[src/rtl/token_collector_pkg.sv]
// Shared constants, FSM state type and slot-pointer helper for the token collector.
package token_collector_pkg;

  localparam int NUM_TOKENS = 7;
  localparam int VAL_W      = 4;
  localparam int SLOT_W     = 3;

  typedef enum logic {
    SEEK = 1'b0,
    HOLD = 1'b1
  } state_t;

  // Advance a slot index by one, wrapping from the last slot back to slot 0.
  function automatic logic [SLOT_W-1:0] slot_inc(input logic [SLOT_W-1:0] s);
    if (s == SLOT_W'(NUM_TOKENS - 1)) begin
      return '0;
    end
    return s + 1'b1;
  endfunction

endpackage

[src/rtl/token_collector_if.sv]
// Slot-write and served-token handshake bundle between dispenser, collector and consumer.
import token_collector_pkg::*;

interface token_collector_if;

  logic [NUM_TOKENS-1:0]       tok_wr;
  logic [NUM_TOKENS*VAL_W-1:0] tok_data;
  logic                        flush;
  logic                        out_valid;
  logic                        out_ready;
  logic [VAL_W-1:0]            out_value;
  logic [SLOT_W-1:0]           out_slot;
  logic [SLOT_W-1:0]           occ_count;
  logic                        err_overwrite;

  // Environment side: deposits tokens, flushes and consumes served tokens.
  modport master (
    output tok_wr, tok_data, flush, out_ready,
    input  out_valid, out_value, out_slot, occ_count, err_overwrite
  );

  // Collector side.
  modport slave (
    input  tok_wr, tok_data, flush, out_ready,
    output out_valid, out_value, out_slot, occ_count, err_overwrite
  );

endinterface

[src/rtl/token_collector_slot.sv]
// One token slot: value register plus occupied flag.
// A write is taken when the slot is empty or is being drained in the same cycle;
// a write to a slot that stays occupied is dropped and flagged as an overwrite.
import token_collector_pkg::*;

module token_slot (
  input  logic             clk,
  input  logic             reset,
  input  logic             flush,
  input  logic             set,
  input  logic             clr,
  input  logic [VAL_W-1:0] data,
  output logic             occupied,
  output logic [VAL_W-1:0] value,
  output logic             accepted,
  output logic             overwrite
);

  assign accepted  = set & (~occupied | clr);
  assign overwrite = set & occupied & ~clr;

  // Slot storage: clear on reset/flush, refill wins over drain in the same cycle.
  always_ff @(posedge clk or posedge reset) begin
    if (reset) begin
      occupied <= 1'b0;
      value    <= '0;
    end else if (flush) begin
      occupied <= 1'b0;
      value    <= '0;
    end else if (accepted) begin
      occupied <= 1'b1;
      value    <= data;
    end else if (clr) begin
      occupied <= 1'b0;
    end
  end

endmodule

[src/rtl/token_collector.sv]
// Token collector: gathers values written into numbered slots and serves them
// one at a time on a valid/ready output in slot order with wrap.
// Optional build macro TOKEN_COLLECTOR_SKIP_EN: while seeking, the pointer jumps
// in one cycle to the next occupied slot instead of waiting at the current one.
import token_collector_pkg::*;

module token_collector (
  input  logic              clk,
  input  logic              reset,
  token_collector_if.slave  bus
);

  state_t              state_reg;
  logic [SLOT_W-1:0]   ptr_reg;
  logic                valid_reg;
  logic [VAL_W-1:0]    value_reg;
  logic [SLOT_W-1:0]   slot_reg;
  logic [SLOT_W-1:0]   count_reg;
  logic [SLOT_W-1:0]   count_next;
  logic                err_reg;

  logic [NUM_TOKENS-1:0] occ;
  logic [NUM_TOKENS-1:0] won;
  logic [NUM_TOKENS-1:0] ovw;
  logic [NUM_TOKENS-1:0] clr;
  logic [VAL_W-1:0]      val [NUM_TOKENS];
  logic                  accept;
  int                    count_sum;

  assign accept = (state_reg == HOLD) && bus.out_ready;

  generate
    for (genvar gi = 0; gi < NUM_TOKENS; gi++) begin : g_slot
      assign clr[gi] = accept && (ptr_reg == SLOT_W'(gi));

      token_slot u_slot (
        .clk       (clk),
        .reset     (reset),
        .flush     (bus.flush),
        .set       (bus.tok_wr[gi]),
        .clr       (clr[gi]),
        .data      (bus.tok_data[gi*VAL_W +: VAL_W]),
        .occupied  (occ[gi]),
        .value     (val[gi]),
        .accepted  (won[gi]),
        .overwrite (ovw[gi])
      );
    end
  endgenerate

  // Occupancy: old count minus the accepted token plus successful writes, clamped to range.
  always_comb begin
    count_sum = int'(count_reg);
    for (int i = 0; i < NUM_TOKENS; i++) begin
      count_sum = count_sum + int'(won[i]);
    end
    if (accept && count_sum > 0) begin
      count_sum = count_sum - 1;
    end
    if (count_sum > NUM_TOKENS) begin
      count_sum = NUM_TOKENS;
    end
    count_next = SLOT_W'(count_sum);
  end

`ifdef TOKEN_COLLECTOR_SKIP_EN
  logic              skip_found;
  logic [SLOT_W-1:0] skip_ptr;
  logic [SLOT_W-1:0] skip_idx;

  // Nearest occupied slot at or after ptr (with wrap); scanned far-to-near so the nearest wins.
  always_comb begin
    skip_found = 1'b0;
    skip_ptr   = ptr_reg;
    skip_idx   = '0;
    for (int k = NUM_TOKENS - 1; k >= 0; k--) begin
      skip_idx = SLOT_W'((int'(ptr_reg) + k) % NUM_TOKENS);
      if (occ[skip_idx]) begin
        skip_found = 1'b1;
        skip_ptr   = skip_idx;
      end
    end
  end
`endif

  // Serving FSM with registered outputs, occupancy counter and sticky overwrite flag.
  always_ff @(posedge clk or posedge reset) begin
    if (reset) begin
      state_reg <= SEEK;
      ptr_reg   <= '0;
      valid_reg <= 1'b0;
      value_reg <= '0;
      slot_reg  <= '0;
      count_reg <= '0;
      err_reg   <= 1'b0;
    end else if (bus.flush) begin
      state_reg <= SEEK;
      ptr_reg   <= '0;
      valid_reg <= 1'b0;
      value_reg <= '0;
      slot_reg  <= '0;
      count_reg <= '0;
      err_reg   <= 1'b0;
    end else begin
      count_reg <= count_next;
      if (|ovw) begin
        err_reg <= 1'b1;
      end
      case (state_reg)
        SEEK: begin
          if (occ[ptr_reg]) begin
            valid_reg <= 1'b1;
            value_reg <= val[ptr_reg];
            slot_reg  <= ptr_reg;
            state_reg <= HOLD;
          end
`ifdef TOKEN_COLLECTOR_SKIP_EN
          else if (skip_found) begin
            ptr_reg <= skip_ptr;
          end
`endif
        end
        HOLD: begin
          if (bus.out_ready) begin
            valid_reg <= 1'b0;
            ptr_reg   <= slot_inc(ptr_reg);
            state_reg <= SEEK;
          end
        end
        default: state_reg <= SEEK;
      endcase
    end
  end

  assign bus.out_valid     = valid_reg;
  assign bus.out_value     = value_reg;
  assign bus.out_slot      = slot_reg;
  assign bus.occ_count     = count_reg;
  assign bus.err_overwrite = err_reg;

endmodule

[src/flat_wrapper.sv]
// flat-port wrapper written by rule: the top's interface ports become plain ports
module token_collector_flat 
  (clk, reset, bus_tok_wr, bus_tok_data, bus_flush, bus_out_ready, bus_out_valid, bus_out_value, bus_out_slot, bus_occ_count, bus_err_overwrite);
  token_collector_if bus_i ();
  input  logic clk;
  input  logic reset;
  input wire logic [$bits(bus_i.tok_wr)-1:0] bus_tok_wr;
  input wire logic [$bits(bus_i.tok_data)-1:0] bus_tok_data;
  input wire logic [$bits(bus_i.flush)-1:0] bus_flush;
  input wire logic [$bits(bus_i.out_ready)-1:0] bus_out_ready;
  output wire logic [$bits(bus_i.out_valid)-1:0] bus_out_valid;
  output wire logic [$bits(bus_i.out_value)-1:0] bus_out_value;
  output wire logic [$bits(bus_i.out_slot)-1:0] bus_out_slot;
  output wire logic [$bits(bus_i.occ_count)-1:0] bus_occ_count;
  output wire logic [$bits(bus_i.err_overwrite)-1:0] bus_err_overwrite;
  assign bus_i.tok_wr = bus_tok_wr;
  assign bus_i.tok_data = bus_tok_data;
  assign bus_i.flush = bus_flush;
  assign bus_i.out_ready = bus_out_ready;
  assign bus_out_valid = bus_i.out_valid;
  assign bus_out_value = bus_i.out_value;
  assign bus_out_slot = bus_i.out_slot;
  assign bus_occ_count = bus_i.occ_count;
  assign bus_err_overwrite = bus_i.err_overwrite;
  token_collector u_core (.clk(clk), .reset(reset), .bus(bus_i));
endmodule
[config.mk]
export PLATFORM = sky130hd
export DESIGN_NAME = token_collector_flat
export DESIGN_NICKNAME = d
export VERILOG_FILES = /design/src/rtl/token_collector_pkg.sv /design/src/rtl/token_collector_if.sv /design/src/rtl/token_collector_slot.sv /design/src/rtl/token_collector.sv /design/src/flat_wrapper.sv
export SDC_FILE = /design/constraint.sdc
export NUM_CORES = 1
export LEC_CHECK = 0
export CAP_MARGIN = 20
export CORE_MARGIN = 10
export CORE_UTILIZATION = 56
export CTS_CLUSTER_SIZE = 40
export DETAILED_ROUTE_END_ITERATION = 10
export PLACE_DENSITY = 0.88
export REMOVE_ABC_BUFFERS = 1
export SYNTH_ARGS = -nofsm -noshare
export SYNTH_HDL_FRONTEND = slang
export SYNTH_SLANG_ARGS = --single-unit
[constraint.sdc]
create_clock -name clk -period 10.1 [get_ports clk]
set_input_delay 1.515 -clock clk [delete_from_list [all_inputs] [get_ports clk]]
set_output_delay 1.515 -clock clk [all_outputs]
set_load 0.005 [all_outputs]
==> qor.txt <==
largest family of logic cells by synthesized area: compound AO/OA/AOI/OAI gates
Avg WL per Cell: 17.3 um
Post-Synth Simple-Gate Area: 16.5%
antenna cells: 0
share of cells above drive strength 1: 6.52%
cell with the most instances after synthesis: dfrtp_1
Reg area: 1280 um2
Post-synth ARST share: 100%
maximum clock frequency: 0.147 GHz
Resized Gates After CTS: 0
final clock skew: 0.0115 ns
status: complete, no violations
CP max stage cell: o31ai_1
DRT iter0 DRCs: 240
maximum root-to-sink buffer count: 2
initial core utilization: 57.2%
H-tree depth: 2
CTS tree: built
pre-CTS WS: 2.96 ns
critical path depth in cells: 20
CP Launch Type: input port
worst hold path type: flip-flop to flip-flop
ranking of synthesized cells by area: dfrtp_1, a21oi_1, nand2_1, mux2i_1, nand3_1
period utilisation layout: 67.6%
crit path DAT: 6.99 ns
cell family with most CP delay: adder cells
Final nets: 404
minimum clock period: 6.82 ns
Area Overhead vs Synth: 22.2%
Fin. Hold Viols: 0
total grt overflow: 0
row count: 26
Max Cap Viol: 0
largest net degree at the start of global routing: 52
Worst Setup End Kind: flip-flop
CP Class: input port to flip-flop
IO Count: 51
Synth top area share: 44.0%
Pins Over Slew Limit: 0
VDD IR max: 0.000166 V
min setup slack post-route: 3.28 ns
Seq/Total Area, Yosys: 44.0%
Crit path top cell by count: inv_1
number of global-route vias before repair: 2,543
hold depth: 1
first-pass GRT wire length: 12,000 um
number of synthesis warnings: 0
Req. time, crit path: 10.26 ns
routability cong.: 0.892
TritonRoute pass-1 iters: 6
worst-margin pin slew: 0.883 ns
worst stage delay on the critical path: 0.75 ns
max FFs per register: 28
Mean Syn Cell Area: 9.49 um2
Vias: 2,549
unrepaired setup endpoints after global routing: false
aggregate global-route resource usage: 17.3%
Post-synth EDFFs: 0
Core Box Area: 5070 um2
area leader, netlist: dfrtp_1
library cells used by synthesis: 46
clock latency on the worst-skew pair: 0.31 ns
# DRC: 0
drt via density: 6.03
initial antenna violation count: 0
Cell Chain, Critical Path: clkdlybuf4s50_1 > nand3b_1 > o31ai_1 > nand2_1 > inv_1 > ha_1 > inv_1 > fa_1 > inv_1 > fa_1 > inv_1 > fa_1 > fa_1 > ha_1 > and3_1 > ha_1 > inv_1 > nor4_1 > a221o_1 > o22ai_1
critical-path maximum fanout: 7
die area: 8460 um2
Slew headroom: 40.7%
total wire length: 7310 um
post-synthesis adder-cell area fraction: 6.64%
pwr dens: 186 nW/um2
post-synthesis compound-gate area fraction: 17.0%
Port Buffer Count: 50
post-route setup TNS: 0 ns
clk slew on worst S/H paths: 0.09 ns
mux cell area share after synthesis: 9.27%
FILL cells: 404
# setup viols final: 0
hold_buf cts: 0
clk sinks: 51
Synth Flop Type: dfrtp_1
commonest cells in the netlist: dfrtp_1, nand2_1, a21oi_1, nor2_1, nand3_1
Num CTS Buffers: 5
post-route ant nets: 0
HPWL Detailed: 5660 um
xor and xnor area share after synthesis: 1.51%
Multi-input gate area: 1480 um2
die width: 92.0 um
Mapped Cells: 306
WP buf/inv: 6
Die Ht: 92.0 um
Seq cells post-synth: 51
final core occ: 69.9%
clk root buf: clkbuf_8
Reg2Reg Depth: 19
leakage: 1.58 nW
post-CTS setup buffers: 0
Synth Cell Area: 2900 um2
[per-layer routing]
metal | wire (um) | GRT usage (%) | up-vias
met5 | 0 | 0 | -
met4 | 146 | 5.66 | 0
met3 | 577 | 5.30 | 25
met2 | 3680 | 29.9 | 123
met1 | 2910 | 20.1 | 1233
li1 | - | - | 1168
[cells by family after synthesis]
logic type / after synthesis
xor+xnor: 5
compound gates: 76
fa+ha+maj: 13
simple gates: 106
buf+inv: 35
mux: 20
flops: 51
[per-stage QoR]
stage	power, mW	std cells	instance area (um2)	hold slack [ns]
2_1_floorplan	0.451	293	2840	0.481
3_3_place_gp	0.522	414	3430	0.486
6_report	0.661	423	3550	0.510
5_1_grt	0.713	423	3550	0.526
3_5_place_dp	0.537	414	3430	0.489
4_1_cts	0.660	422	3530	0.510
[report_power, final]
| group | internal [mW] | switching, mW |
|---|---|---|
| combinational | 0.140 | 0.160 |
| clock | 0.0561 | 0.0683 |
| sequential | 0.220 | 0.0158 |
| total | 0.417 | 0.244 |
[cell type report]
cell class,instances,area share [%]
multi-input cells,220,41.6
flip-flops and latches,51,36.0
repair buffers,52,14.9
well taps,70,2.47
clock buffers,6,2.33
inverters,22,2.33
clock inverters,2,0.388
[placed cells by master, fill, tap and decap left out, types with 2 or more instances in the layout]
cell type	count
o21ai_0	7
a221o_1	2
inv_2	2
nor2b_1	2
o21ai_1	3
o22ai_1	3
nand2_1	39
clkdlybuf4s50_1	50
ha_1	9
xnor2_1	2
and3_1	3
inv_1	19
clkbuf_8	6
and2_1	4
nand3b_1	2
nand2b_1	5
nand3_1	23
a31oi_1	3
mux2i_1	13
nor4_1	2
o21a_1	4
fa_1	4
a21oi_1	34
mux4_2	5
a22o_1	6
xor2_1	3
nor2_1	24
o31ai_1	4
dfrtp_1	51
[path summary, 6_finish.rpt]
path / from / to / slack, ns
worst max-delay path: bus_out_ready / u_core.bus.occ_count[2] / 3.28
min in group asynchronous: reset / u_core.g_slot[5].u_slot.value[0] / 1.47
worst min register to register: u_core.bus.out_slot[1] / u_core.bus.out_slot[1] / 0.51
worst min-delay path: u_core.bus.out_slot[1] / u_core.bus.out_slot[1] / 0.51
max in group asynchronous: reset / u_core.g_slot[0].u_slot.value[0] / 8.14
worst max register to register: u_core.ptr_reg[0] / u_core.bus.occ_count[2] / 4.27
No activity file was read; power rests on OpenSTA's default activity.
